==> src/rtl/mc_ctrl_pkg.sv <==
// Shared encodings for the multicycle ARM-subset control unit: FSM states,
// datapath mux selects, opcode/command/condition codes and the cmd-to-ALU map.
package mc_ctrl_pkg;

    typedef enum logic [3:0] {
        FETCH    = 4'd0,
        DECODE   = 4'd1,
        MEMADR   = 4'd2,
        MEMREAD  = 4'd3,
        MEMWB    = 4'd4,
        MEMWRITE = 4'd5,
        EXECUTER = 4'd6,
        EXECUTEI = 4'd7,
        ALUWB    = 4'd8,
        BRANCH   = 4'd9
    } state_t;

    localparam logic [1:0] ALU_ADD = 2'b00;
    localparam logic [1:0] ALU_SUB = 2'b01;
    localparam logic [1:0] ALU_AND = 2'b10;
    localparam logic [1:0] ALU_ORR = 2'b11;

    localparam logic [1:0] RES_ALUOUT    = 2'b00;
    localparam logic [1:0] RES_DATA      = 2'b01;
    localparam logic [1:0] RES_ALURESULT = 2'b10;

    localparam logic [1:0] SRCB_REG  = 2'b00;
    localparam logic [1:0] SRCB_IMM  = 2'b01;
    localparam logic [1:0] SRCB_FOUR = 2'b10;

    localparam logic [1:0] IMM_8  = 2'b00;
    localparam logic [1:0] IMM_12 = 2'b01;
    localparam logic [1:0] IMM_24 = 2'b10;

    localparam logic [1:0] OP_DP  = 2'b00;
    localparam logic [1:0] OP_MEM = 2'b01;
    localparam logic [1:0] OP_BR  = 2'b10;

    localparam logic [3:0] CMD_AND = 4'b0000;
    localparam logic [3:0] CMD_SUB = 4'b0010;
    localparam logic [3:0] CMD_ADD = 4'b0100;
    localparam logic [3:0] CMD_CMP = 4'b1010;
    localparam logic [3:0] CMD_ORR = 4'b1100;

    localparam logic [3:0] COND_EQ = 4'b0000;
    localparam logic [3:0] COND_NE = 4'b0001;
    localparam logic [3:0] COND_CS = 4'b0010;
    localparam logic [3:0] COND_CC = 4'b0011;
    localparam logic [3:0] COND_MI = 4'b0100;
    localparam logic [3:0] COND_PL = 4'b0101;
    localparam logic [3:0] COND_VS = 4'b0110;
    localparam logic [3:0] COND_VC = 4'b0111;
    localparam logic [3:0] COND_HI = 4'b1000;
    localparam logic [3:0] COND_LS = 4'b1001;
    localparam logic [3:0] COND_GE = 4'b1010;
    localparam logic [3:0] COND_LT = 4'b1011;
    localparam logic [3:0] COND_GT = 4'b1100;
    localparam logic [3:0] COND_LE = 4'b1101;
    localparam logic [3:0] COND_AL = 4'b1110;

    function automatic logic [1:0] cmd_to_alu(input logic [3:0] cmd);
        logic [1:0] alu;
        case (cmd)
            CMD_ADD: alu = ALU_ADD;
            CMD_SUB: alu = ALU_SUB;
            CMD_CMP: alu = ALU_SUB;
            CMD_AND: alu = ALU_AND;
            CMD_ORR: alu = ALU_ORR;
            default: alu = ALU_ADD;
        endcase
        return alu;
    endfunction

endpackage

==> src/rtl/mc_controller_if.sv <==
// Control interface between mc_controller (master) and the multicycle datapath (slave).
interface mc_controller_if;
    logic [19:0] Instr;
    logic [3:0]  ALUFlags;
    logic        PCWrite;
    logic        MemWrite;
    logic        RegWrite;
    logic        IRWrite;
    logic        AdrSrc;
    logic [1:0]  RegSrc;
    logic        ALUSrcA;
    logic [1:0]  ALUSrcB;
    logic [1:0]  ResultSrc;
    logic [1:0]  ImmSrc;
    logic [1:0]  ALUControl;
    logic [3:0]  StateDbg;

    modport master (
        input  Instr, ALUFlags,
        output PCWrite, MemWrite, RegWrite, IRWrite, AdrSrc, RegSrc, ALUSrcA,
               ALUSrcB, ResultSrc, ImmSrc, ALUControl, StateDbg
    );

    modport slave (
        output Instr, ALUFlags,
        input  PCWrite, MemWrite, RegWrite, IRWrite, AdrSrc, RegSrc, ALUSrcA,
               ALUSrcB, ResultSrc, ImmSrc, ALUControl, StateDbg
    );
endinterface

==> src/rtl/mc_condlogic.sv <==
// NZCV flag register, ARM condition evaluation and the latched condition result
// that qualifies the write-back states of the current instruction.
module mc_condlogic
    import mc_ctrl_pkg::*;
(
    input  logic       clk,
    input  logic       reset,
    input  logic [3:0] cond,
    input  logic [3:0] alu_flags,
    input  logic       flag_we,
    input  logic       cond_capture,
    output logic       cond_ex,
    output logic       cond_ex_r
);

    logic [3:0] flags_r;
    logic       n_s, z_s, c_s, v_s;

    assign {n_s, z_s, c_s, v_s} = flags_r;

    // condition check against the current flags
    always_comb begin
        cond_ex = 1'b0;
        case (cond)
            COND_EQ: cond_ex = z_s;
            COND_NE: cond_ex = ~z_s;
            COND_CS: cond_ex = c_s;
            COND_CC: cond_ex = ~c_s;
            COND_MI: cond_ex = n_s;
            COND_PL: cond_ex = ~n_s;
            COND_VS: cond_ex = v_s;
            COND_VC: cond_ex = ~v_s;
            COND_HI: cond_ex = c_s & ~z_s;
            COND_LS: cond_ex = ~c_s | z_s;
            COND_GE: cond_ex = (n_s == v_s);
            COND_LT: cond_ex = (n_s != v_s);
            COND_GT: cond_ex = ~z_s & (n_s == v_s);
            COND_LE: cond_ex = z_s | (n_s != v_s);
            COND_AL: cond_ex = 1'b1;
            default: cond_ex = 1'b0;
        endcase
    end

    // flag register (all four bits written together) and latched condition
    always_ff @(posedge clk) begin
        if (reset) begin
            flags_r   <= 4'b0000;
            cond_ex_r <= 1'b0;
        end else begin
            if (flag_we) begin
                flags_r <= alu_flags;
            end
            if (cond_capture) begin
                cond_ex_r <= cond_ex;
            end
        end
    end

endmodule

==> src/rtl/mc_controller.sv <==
// Multicycle control unit for the ARM-subset datapath: Moore main FSM, decoder
// and condition logic. Define MC_CMP_EN to execute CMP (cmd 1010) instead of a NOP.
module mc_controller
    import mc_ctrl_pkg::*;
(
    input  logic                  clk,
    input  logic                  reset,
    mc_controller_if.master       bus
);

    logic [3:0] cond_s;
    logic [1:0] op_s;
    logic       i_bit_s;
    logic [3:0] cmd_s;
    logic       s_bit_s;
    logic       u_bit_s;
    logic       l_bit_s;
    logic [3:0] rd_s;
    logic       rd_pc_s;
    logic       unused_rn_s;
    logic       is_cmp_s;
    logic       supported_s;
    logic [1:0] dp_alu_s;

    state_t     state_r;
    state_t     next_s;
    logic       pc_write_s;
    logic       mem_write_s;
    logic       reg_write_s;
    logic       ir_write_s;
    logic       adr_src_s;
    logic       alu_src_a_s;
    logic [1:0] alu_src_b_s;
    logic [1:0] result_src_s;
    logic [1:0] alu_ctl_s;
    logic [1:0] imm_src_s;
    logic       flag_we_s;
    logic       cond_capture_s;
    logic       cond_ex_s;
    logic       cond_ex_r;

    // Instr carries instruction bits [31:12]
    assign cond_s      = bus.Instr[19:16];
    assign op_s        = bus.Instr[15:14];
    assign i_bit_s     = bus.Instr[13];
    assign cmd_s       = bus.Instr[12:9];
    assign s_bit_s     = bus.Instr[8];
    assign u_bit_s     = bus.Instr[11];
    assign l_bit_s     = bus.Instr[8];
    assign rd_s        = bus.Instr[3:0];
    assign rd_pc_s     = (rd_s == 4'd15);
    assign unused_rn_s = ^bus.Instr[7:4];
    assign dp_alu_s    = cmd_to_alu(cmd_s);

`ifdef MC_CMP_EN
    assign is_cmp_s = (op_s == OP_DP) && (cmd_s == CMD_CMP);
`else
    assign is_cmp_s = 1'b0;
`endif

    // instruction support check; anything else retires as a NOP
    always_comb begin
        supported_s = 1'b0;
        case (op_s)
            OP_DP:   supported_s = (cmd_s == CMD_ADD) || (cmd_s == CMD_SUB) ||
                                   (cmd_s == CMD_AND) || (cmd_s == CMD_ORR) || is_cmp_s;
            OP_MEM:  supported_s = 1'b1;
            OP_BR:   supported_s = 1'b1;
            default: supported_s = 1'b0;
        endcase
    end

    // immediate format follows the opcode
    always_comb begin
        imm_src_s = 2'b11;
        case (op_s)
            OP_DP:   imm_src_s = IMM_8;
            OP_MEM:  imm_src_s = IMM_12;
            OP_BR:   imm_src_s = IMM_24;
            default: imm_src_s = 2'b11;
        endcase
    end

    mc_condlogic u_condlogic (
        .clk          (clk),
        .reset        (reset),
        .cond         (cond_s),
        .alu_flags    (bus.ALUFlags),
        .flag_we      (flag_we_s),
        .cond_capture (cond_capture_s),
        .cond_ex      (cond_ex_s),
        .cond_ex_r    (cond_ex_r)
    );

    // main FSM state register
    always_ff @(posedge clk) begin
        if (reset) begin
            state_r <= FETCH;
        end else begin
            state_r <= next_s;
        end
    end

    // next-state and Moore control decode
    always_comb begin
        next_s         = FETCH;
        pc_write_s     = 1'b0;
        mem_write_s    = 1'b0;
        reg_write_s    = 1'b0;
        ir_write_s     = 1'b0;
        adr_src_s      = 1'b0;
        alu_src_a_s    = 1'b0;
        alu_src_b_s    = SRCB_REG;
        result_src_s   = RES_ALUOUT;
        alu_ctl_s      = ALU_ADD;
        flag_we_s      = 1'b0;
        cond_capture_s = 1'b0;
        case (state_r)
            FETCH: begin
                ir_write_s   = 1'b1;
                alu_src_a_s  = 1'b1;
                alu_src_b_s  = SRCB_FOUR;
                result_src_s = RES_ALURESULT;
                pc_write_s   = 1'b1;
                next_s       = DECODE;
            end
            DECODE: begin
                // PC+4 again gives PC+8 on Result for R15 reads
                alu_src_a_s    = 1'b1;
                alu_src_b_s    = SRCB_FOUR;
                result_src_s   = RES_ALURESULT;
                cond_capture_s = 1'b1;
                if (!cond_ex_s || !supported_s) begin
                    next_s = FETCH;
                end else begin
                    case (op_s)
                        OP_DP:   next_s = i_bit_s ? EXECUTEI : EXECUTER;
                        OP_MEM:  next_s = MEMADR;
                        OP_BR:   next_s = BRANCH;
                        default: next_s = FETCH;
                    endcase
                end
            end
            EXECUTER, EXECUTEI: begin
                alu_src_b_s = (state_r == EXECUTEI) ? SRCB_IMM : SRCB_REG;
                alu_ctl_s   = dp_alu_s;
                flag_we_s   = cond_ex_r & (s_bit_s | is_cmp_s);
                next_s      = is_cmp_s ? FETCH : ALUWB;
            end
            ALUWB: begin
                reg_write_s = cond_ex_r;
                pc_write_s  = cond_ex_r & rd_pc_s;
                next_s      = FETCH;
            end
            MEMADR: begin
                alu_src_b_s = SRCB_IMM;
                alu_ctl_s   = u_bit_s ? ALU_ADD : ALU_SUB;
                next_s      = l_bit_s ? MEMREAD : MEMWRITE;
            end
            MEMREAD: begin
                adr_src_s = 1'b1;
                next_s    = MEMWB;
            end
            MEMWB: begin
                result_src_s = RES_DATA;
                reg_write_s  = cond_ex_r;
                pc_write_s   = cond_ex_r & rd_pc_s;
                next_s       = FETCH;
            end
            MEMWRITE: begin
                adr_src_s   = 1'b1;
                mem_write_s = cond_ex_r;
                next_s      = FETCH;
            end
            BRANCH: begin
                alu_src_b_s  = SRCB_IMM;
                result_src_s = RES_ALURESULT;
                pc_write_s   = 1'b1;
                next_s       = FETCH;
            end
            default: begin
                next_s = FETCH;
            end
        endcase
    end

    // write enables are held off for as long as reset is asserted
    assign bus.PCWrite    = pc_write_s  & ~reset;
    assign bus.MemWrite   = mem_write_s & ~reset;
    assign bus.RegWrite   = reg_write_s & ~reset;
    assign bus.IRWrite    = ir_write_s  & ~reset;
    assign bus.AdrSrc     = adr_src_s;
    assign bus.RegSrc     = {(op_s == OP_MEM) && !l_bit_s, (op_s == OP_BR)};
    assign bus.ALUSrcA    = alu_src_a_s;
    assign bus.ALUSrcB    = alu_src_b_s;
    assign bus.ResultSrc  = result_src_s;
    assign bus.ImmSrc     = imm_src_s;
    assign bus.ALUControl = alu_ctl_s;
    assign bus.StateDbg   = state_r;

endmodule
==> src/flat_wrapper.sv <==
// flat-port wrapper written by rule: the top's interface ports become plain ports
module mc_controller_flat import mc_ctrl_pkg::*;
  (clk, reset, bus_Instr, bus_ALUFlags, bus_PCWrite, bus_MemWrite, bus_RegWrite, bus_IRWrite, bus_AdrSrc, bus_RegSrc, bus_ALUSrcA, bus_ALUSrcB, bus_ResultSrc, bus_ImmSrc, bus_ALUControl, bus_StateDbg);
  mc_controller_if bus_i ();
  input  logic clk;
  input  logic reset;
  input wire logic [$bits(bus_i.Instr)-1:0] bus_Instr;
  input wire logic [$bits(bus_i.ALUFlags)-1:0] bus_ALUFlags;
  output wire logic [$bits(bus_i.PCWrite)-1:0] bus_PCWrite;
  output wire logic [$bits(bus_i.MemWrite)-1:0] bus_MemWrite;
  output wire logic [$bits(bus_i.RegWrite)-1:0] bus_RegWrite;
  output wire logic [$bits(bus_i.IRWrite)-1:0] bus_IRWrite;
  output wire logic [$bits(bus_i.AdrSrc)-1:0] bus_AdrSrc;
  output wire logic [$bits(bus_i.RegSrc)-1:0] bus_RegSrc;
  output wire logic [$bits(bus_i.ALUSrcA)-1:0] bus_ALUSrcA;
  output wire logic [$bits(bus_i.ALUSrcB)-1:0] bus_ALUSrcB;
  output wire logic [$bits(bus_i.ResultSrc)-1:0] bus_ResultSrc;
  output wire logic [$bits(bus_i.ImmSrc)-1:0] bus_ImmSrc;
  output wire logic [$bits(bus_i.ALUControl)-1:0] bus_ALUControl;
  output wire logic [$bits(bus_i.StateDbg)-1:0] bus_StateDbg;
  assign bus_i.Instr = bus_Instr;
  assign bus_i.ALUFlags = bus_ALUFlags;
  assign bus_PCWrite = bus_i.PCWrite;
  assign bus_MemWrite = bus_i.MemWrite;
  assign bus_RegWrite = bus_i.RegWrite;
  assign bus_IRWrite = bus_i.IRWrite;
  assign bus_AdrSrc = bus_i.AdrSrc;
  assign bus_RegSrc = bus_i.RegSrc;
  assign bus_ALUSrcA = bus_i.ALUSrcA;
  assign bus_ALUSrcB = bus_i.ALUSrcB;
  assign bus_ResultSrc = bus_i.ResultSrc;
  assign bus_ImmSrc = bus_i.ImmSrc;
  assign bus_ALUControl = bus_i.ALUControl;
  assign bus_StateDbg = bus_i.StateDbg;
  mc_controller u_core (.clk(clk), .reset(reset), .bus(bus_i));
endmodule
==> config.mk <==
export PLATFORM = sky130hd
export DESIGN_NAME = mc_controller_flat
export DESIGN_NICKNAME = d
export VERILOG_FILES = /design/src/rtl/mc_ctrl_pkg.sv /design/src/rtl/mc_controller_if.sv /design/src/rtl/mc_condlogic.sv /design/src/rtl/mc_controller.sv /design/src/flat_wrapper.sv
export SDC_FILE = /design/constraint.sdc
export NUM_CORES = 1
export LEC_CHECK = 0
export ABC_AREA = 1
export CORE_MARGIN = 2
export CORE_UTILIZATION = 43
export CTS_BUF_LIST = sky130_fd_sc_hd__clkbuf_16
export CTS_CLUSTER_SIZE = 24
export DETAILED_ROUTE_END_ITERATION = 8
export PLACE_DENSITY = 0.92
export SYNTH_ARGS = -nofsm -noshare
export SYNTH_HDL_FRONTEND = slang
export SYNTH_SLANG_ARGS = --single-unit
==> constraint.sdc <==
create_clock -name clk -period 2.8 [get_ports clk]
set_input_delay 0.42 -clock clk [delete_from_list [all_inputs] [get_ports clk]]
set_output_delay 0.42 -clock clk [all_outputs]
set_load 0.005 [all_outputs]
# ---- Word level (Yosys, flattened, before mapping)
# Cells that the tools add are included.
dict set report totals {
  ff_bits 9
  input_bits 26
  word_cells 93
}
dict set report classes {
  n_eq_ne 32
  mux 22
  bitwise 15
  n_reduce_logical 21
}
# cell count
set op_table {}
lappend op_table {{== test 4 bit, second input constant} 12}
lappend op_table {{== test 4 x 3 -> 1 bit, second input constant} 9}
lappend op_table {{== test 4 x 2 -> 1 bit, second input constant} 5}
lappend op_table {{case mux 4 bit (5 select lines)} 1}
lappend op_table {{case mux 2 bit (3 select lines)} 3}
lappend op_table {{OR reduction 2 bit} 8}
lappend op_table {{case mux 1 bit (15 select lines)} 1}
lappend op_table {{logical NOT 4 bit} 3}
lappend op_table {{case mux 4 bit (3 select lines)} 1}
lappend op_table {{two-way mux 1 bit} 10}
lappend op_table {{bitwise AND 1 bit} 8}
lappend op_table {{== test 4 x 1 -> 1 bit, second input constant} 2}
lappend op_table {{case mux 2 bit (2 select lines)} 2}
lappend op_table {{inverter 1 bit} 5}
lappend op_table {{logical OR 1 bit} 4}
lappend op_table {{two-way mux 4 bit} 1}
lappend op_table {{case mux 1 bit (2 select lines)} 2}
lappend op_table {{logical NOT 1 bit} 3}
lappend op_table {{two-way mux 3 bit} 1}
lappend op_table {{OR reduction 3 bit} 1}
lappend op_table {{== test 2 x 1 -> 1 bit, second input constant} 1}
lappend op_table {{== test 2 bit, second input constant} 1}
lappend op_table {{logical NOT 2 bit} 1}
lappend op_table {{OR 1 bit} 2}
lappend op_table {{other kinds (3)} 3}

# ---- Longest topological paths before layout
dict set report logic_depth {
  depth_word 9
  mapped_depth 10
}

# ---- Modules after synthesis
# Synthesis repeated with hierarchy kept, for this count alone.
dict set report unflattened {
  cells_unflattened 167
  hier_area_um2 918.4
}
# module instances cells_per_inst area_each_um2
set modules_own_cells {}
lappend modules_own_cells {mc_controller 1 95 518.0}
lappend modules_own_cells {mc_condlogic 1 72 400.4}

# ---- Least setup slack after synthesis
# Ideal clock, no wire load.
dict set report synth_path {
  path_kind {reg-to-output}
  start {register u_core.state_r[2] (netlist: u_core.bus.StateDbg[2])}
  end {output port bus_PCWrite}
  t_arrival_ns 1.017
  required_time_ns 2.380
  slack_ns 1.363
  stages_incl_launch_ff 9
  path_buffers 0
  cell_sequence {dfxtp_1 inv_1 nor2_1 inv_1 a21oi_1 inv_1 o21ai_0 nand2_1 o21ai_0}
}
dict set report synth_between {
  elab_chain_len 4
  elab_cells_between_ends 8
  cone_classes {eq/ne: 3; mux: 1; bitwise: 1; reduce/logical: 3}
}
# item line_no
set synth_lines {}
lappend synth_lines {{start: declaration} mc_controller.sv:25} ;# state_t state_r;
lappend synth_lines {{start signal: assignment} mc_controller.sv:100} ;# state_r <= next_s;
lappend synth_lines {{== test 4 bit (tied with other cells)} mc_controller.sv:118} ;# case (state_r)
lappend synth_lines {{OR reduction 2 bit (no source line)} -}
lappend synth_lines {{case mux 1 bit (2 select lines) *} mc_controller.sv:118}
lappend synth_lines {{bitwise AND 1 bit *} mc_controller.sv:188} ;# assign bus.PCWrite = pc_write_s & ~reset;
lappend synth_lines {{end: declaration} flat_wrapper.sv:9} ;# output wire logic [$bits(bus_i.PCWrite)-1:0] bus_PCWrite;
# Every way passes the cells marked *; elsewhere a longest branch is shown, timed or not.

# ---- Worst setup path in the final report
dict set report layout_path {
  start {input port reset}
  end {output port bus_PCWrite}
}
dict set report layout_between {
  elab_chain_len 2
}
# item line_no
set layout_lines {}
lappend layout_lines {{start: declaration} flat_wrapper.sv:6} ;# input logic reset;
lappend layout_lines {{inverter 1 bit} mc_controller.sv:188}
lappend layout_lines {{bitwise AND 1 bit} mc_controller.sv:188}
# No other way between the ends.

==> flow_summary.json <==
{
  "ys_types": 25,
  "die_h_um": 50.5,
  "antenna_found_initial": 0,
  "power.switching_mw": 0.129,
  "hold_class": "flip-flop to flip-flop",
  "synth.net_count": 192,
  "wl_um": 2820,
  "antenna_cells": 0,
  "muxShareOfSynthArea": 0,
  "p_int_mw": 0.386,
  "r2r_start": "u_core.bus.StateDbg[2]",
  "grt_max_degree": 10,
  "first_pass_iters": 4,
  "reg2reg_slack_ns": 1.33,
  "max_slew_margin": 0.739,
  "initialDrtViolationCount": 23,
  "worstHoldPathCells": 2,
  "layout-drive-gt1-share": 0.0690,
  "switching_share": 0.251,
  "hold_ws_ns": 0.493,
  "portBuffers": 41,
  "clkPwrFrac": 0.483,
  "clockBufferDepth": 2,
  "p_leak_nw": 0.644,
  "via_count": 1175,
  "drv_cap": 0,
  "hold_start": "u_core.u_condlogic.flags_r[2]",
  "total_power_mw": 0.515,
  "clk_pin_slew_ns": 0.04,
  "area_growth_pct": 54.9,
  "cts.sink_count": 9,
  "cts.repair.resized": 0,
  "hold_buffers": 0,
  "die_w_um": 50.5,
  "r2r_cells": 7,
  "fmax_mhz": 402,
  "syn_area_sq_um": 930,
  "fin_crit_ns": 2.49,
  "initial_utilization": 0.464,
  "crit_chain": "clkdlybuf4s50_1 -> inv_1 -> nand2_1 -> o21ai_0 -> clkdlybuf4s50_1",
  "min_period_over_period": 0.888,
  "cp-start-kind": "input port",
  "worstPathRequired_ns": 2.38,
  "grt_first_pass_wirelength_um": 4830,
  "first_global_vias": 1225,
  "worstSetupPathType": "input port to output pin",
  "cp-end-kind": "output pin",
  "setup_slack_ns": 0.314,
  "grt_overflow_total": 0,
  "cts_tree": "done",
  "yosys_warnings": 0,
  "dieArea_sq_um": 2550,
  "final_max_slew_viol_count": 0,
  "cpPeakStageDelay_ns": 0.52,
  "seq_power_share": 0.265,
  "status": "complete, no violations",
  "grt_util_all_layers": 0.243,
  "ant_nets": 0,
  "clk_latency_ns": 0.23,
  "hold_path_end": "u_core.u_condlogic.flags_r[2]",
  "synth_compound_area_frac": 0.175,
  "reg2reg_to": "u_core.u_condlogic.flags_r[2]",
  "vdd_drop_max_v": 0.000270,
  "cts_made_buffers": 3,
  "setup_viol": 0,
  "rsz0062_at_grt": "no",
  "tightest_slew_ns": 0.387,
  "synth_xor_area_frac": 0,
  "finalHoldViolCount": 0,
  "finalClockSkew_ns": 0.000752,
  "worst-path-buf-inv": 3,
  "layout_common_cells": "41 x nand2_1, 41 x clkdlybuf4s50_1, 26 x inv_1",
  "combPwrFrac": 0.252,
  "h-tree-depth": 1,
  "post_cts_buffers": 0,
  "core_sq_um": 2000,
  "via_per_inst": 5.11,
  "post_drt_wl_per_cell_um": 12.3,
  "critPathTopFamily": "buffers and inverters",
  "pre_cts_ws_ns": 0.368,
  "synthesis.instances": 160,
  "cp_slowest_cell": "clkdlybuf4s50_1",
  "drc": 0,
  "dpl_cell_area_sq_um": 1360,
  "ios": 46,
  "synth_top_family_by_area": "simple AND/OR/NAND/NOR gates",
  "worstPathMaxFanout": 9,
  "ys_seq_area_frac": 0.194,
  "path_common_cell": "clkdlybuf4s50_1",
  "gp_congestion": 0.835,
  "num_rows": 16,
  "cp.arrival_ns": 2.07,
  "num-nets-final": 236,
  "yosys.area_share.simple": 0.428,
  "finalSetupTns_ns": 0,
  "p_per_area_nw_per_um2": 358,
  "synth-seq-cells": 9,
  "postLayoutCellArea_sq_um": 1440,
  "place_hpwl_um": 2250,
  "avgSynthCellArea_sq_um": 5.81,
  "clock-root-buffer": "clkbuf_16",
  "synthAdderAreaFrac": 0.0808
}
==> kinds of logic (layout without fill, tap and decap cells) <==
logic type	Yosys count	in the layout
adder cells (fa/ha/maj)	6	6
AND/OR/NAND/NOR	88	88
buffers and inverters	29	72
AO/OA/AOI/OAI	28	28
flip-flops	9	9
==> worst max-delay path by stage <==
stage,start,depth (start not counted),to
floorplan,u_core.bus.StateDbg[2],8,bus_PCWrite
global placement,bus_Instr[14],5,bus_ImmSrc[1]
detailed placement,reset,5,bus_PCWrite
CTS,reset,5,bus_PCWrite
global route,reset,5,bus_PCWrite
finish,reset,5,bus_PCWrite
==> worst reg2reg max path, cell delays in order (launching register included) <==
cell and delay (ns):
dfxtp_1 0.34, inv_1 0.07, nor2_1 0.16, inv_1 0.12
nor2_2 0.21, nand3_2 0.19, o21ai_0 0.21, a21oi_1 0.06
==> power by group through the flow <==
stage               Clock, mW  Sequential [mW]  Combinational (mW)
finish                  0.249            0.137               0.130
global route            0.258            0.137               0.144
CTS                     0.249            0.137               0.129
detailed placement          0            0.138               0.128
global placement            0            0.138               0.122
floorplan                   0            0.138              0.0588
==> cell type report <==
class / count / area, sq um
inverters: 27 / 101
flip-flops and latches: 9 / 180
fillers: 159 / 562
repair buffers: 41 / 410
multi-input cells: 122 / 636
clock inverters: 1 / 3.75
clock buffers: 3 / 75.1
well taps: 27 / 33.8
==> flip-flops by register name, indices dropped and copies added, names as in the netlist <==
name,count
u_core.bus.StateDbg,4
u_core.u_condlogic.cond_ex_r,1
u_core.u_condlogic.flags_r,4
==> per-stage QoR <==
stage	util	instances
5_1_grt	0.719	230
3_3_place_gp	0.680	226
2_1_floorplan	-	160
3_5_place_dp	0.680	226
4_1_cts	0.719	230
6_report	0.719	230
==> cell usage after synthesis <==
master    number  area share
a21boi_0       2       0.016
a21boi_1       1      0.0081
a21oi_1        9       0.048
a21oi_2        1      0.0094
buf_2          1      0.0054
buf_4          1      0.0081
dfxtp_1        9        0.19
ha_1           6       0.081
inv_1         25        0.10
inv_2          2      0.0081
nand2_1       41        0.17
nand3_1       16       0.086
nand3_2        2       0.022
nand3b_1       1      0.0081
nand4_1        1      0.0067
nor2_1        20       0.081
nor2_2         4       0.027
nor3_4         1       0.018
nor3b_1        1      0.0081
o21a_1         1      0.0081
o21ai_0       11       0.059
o21bai_1       1      0.0081
o311ai_0       1      0.0094
o31ai_1        1      0.0081
or2_2          1      0.0067
==> routing by layer <==
layer,vias up,routed length (um),global-route usage
li1,598,-,-
met1,530,1160,0.245
met2,40,1490,0.465
met3,7,131,0.0625
met4,0,37,0.104
met5,-,0,0
No activity file was read; power rests on OpenSTA's default activity.
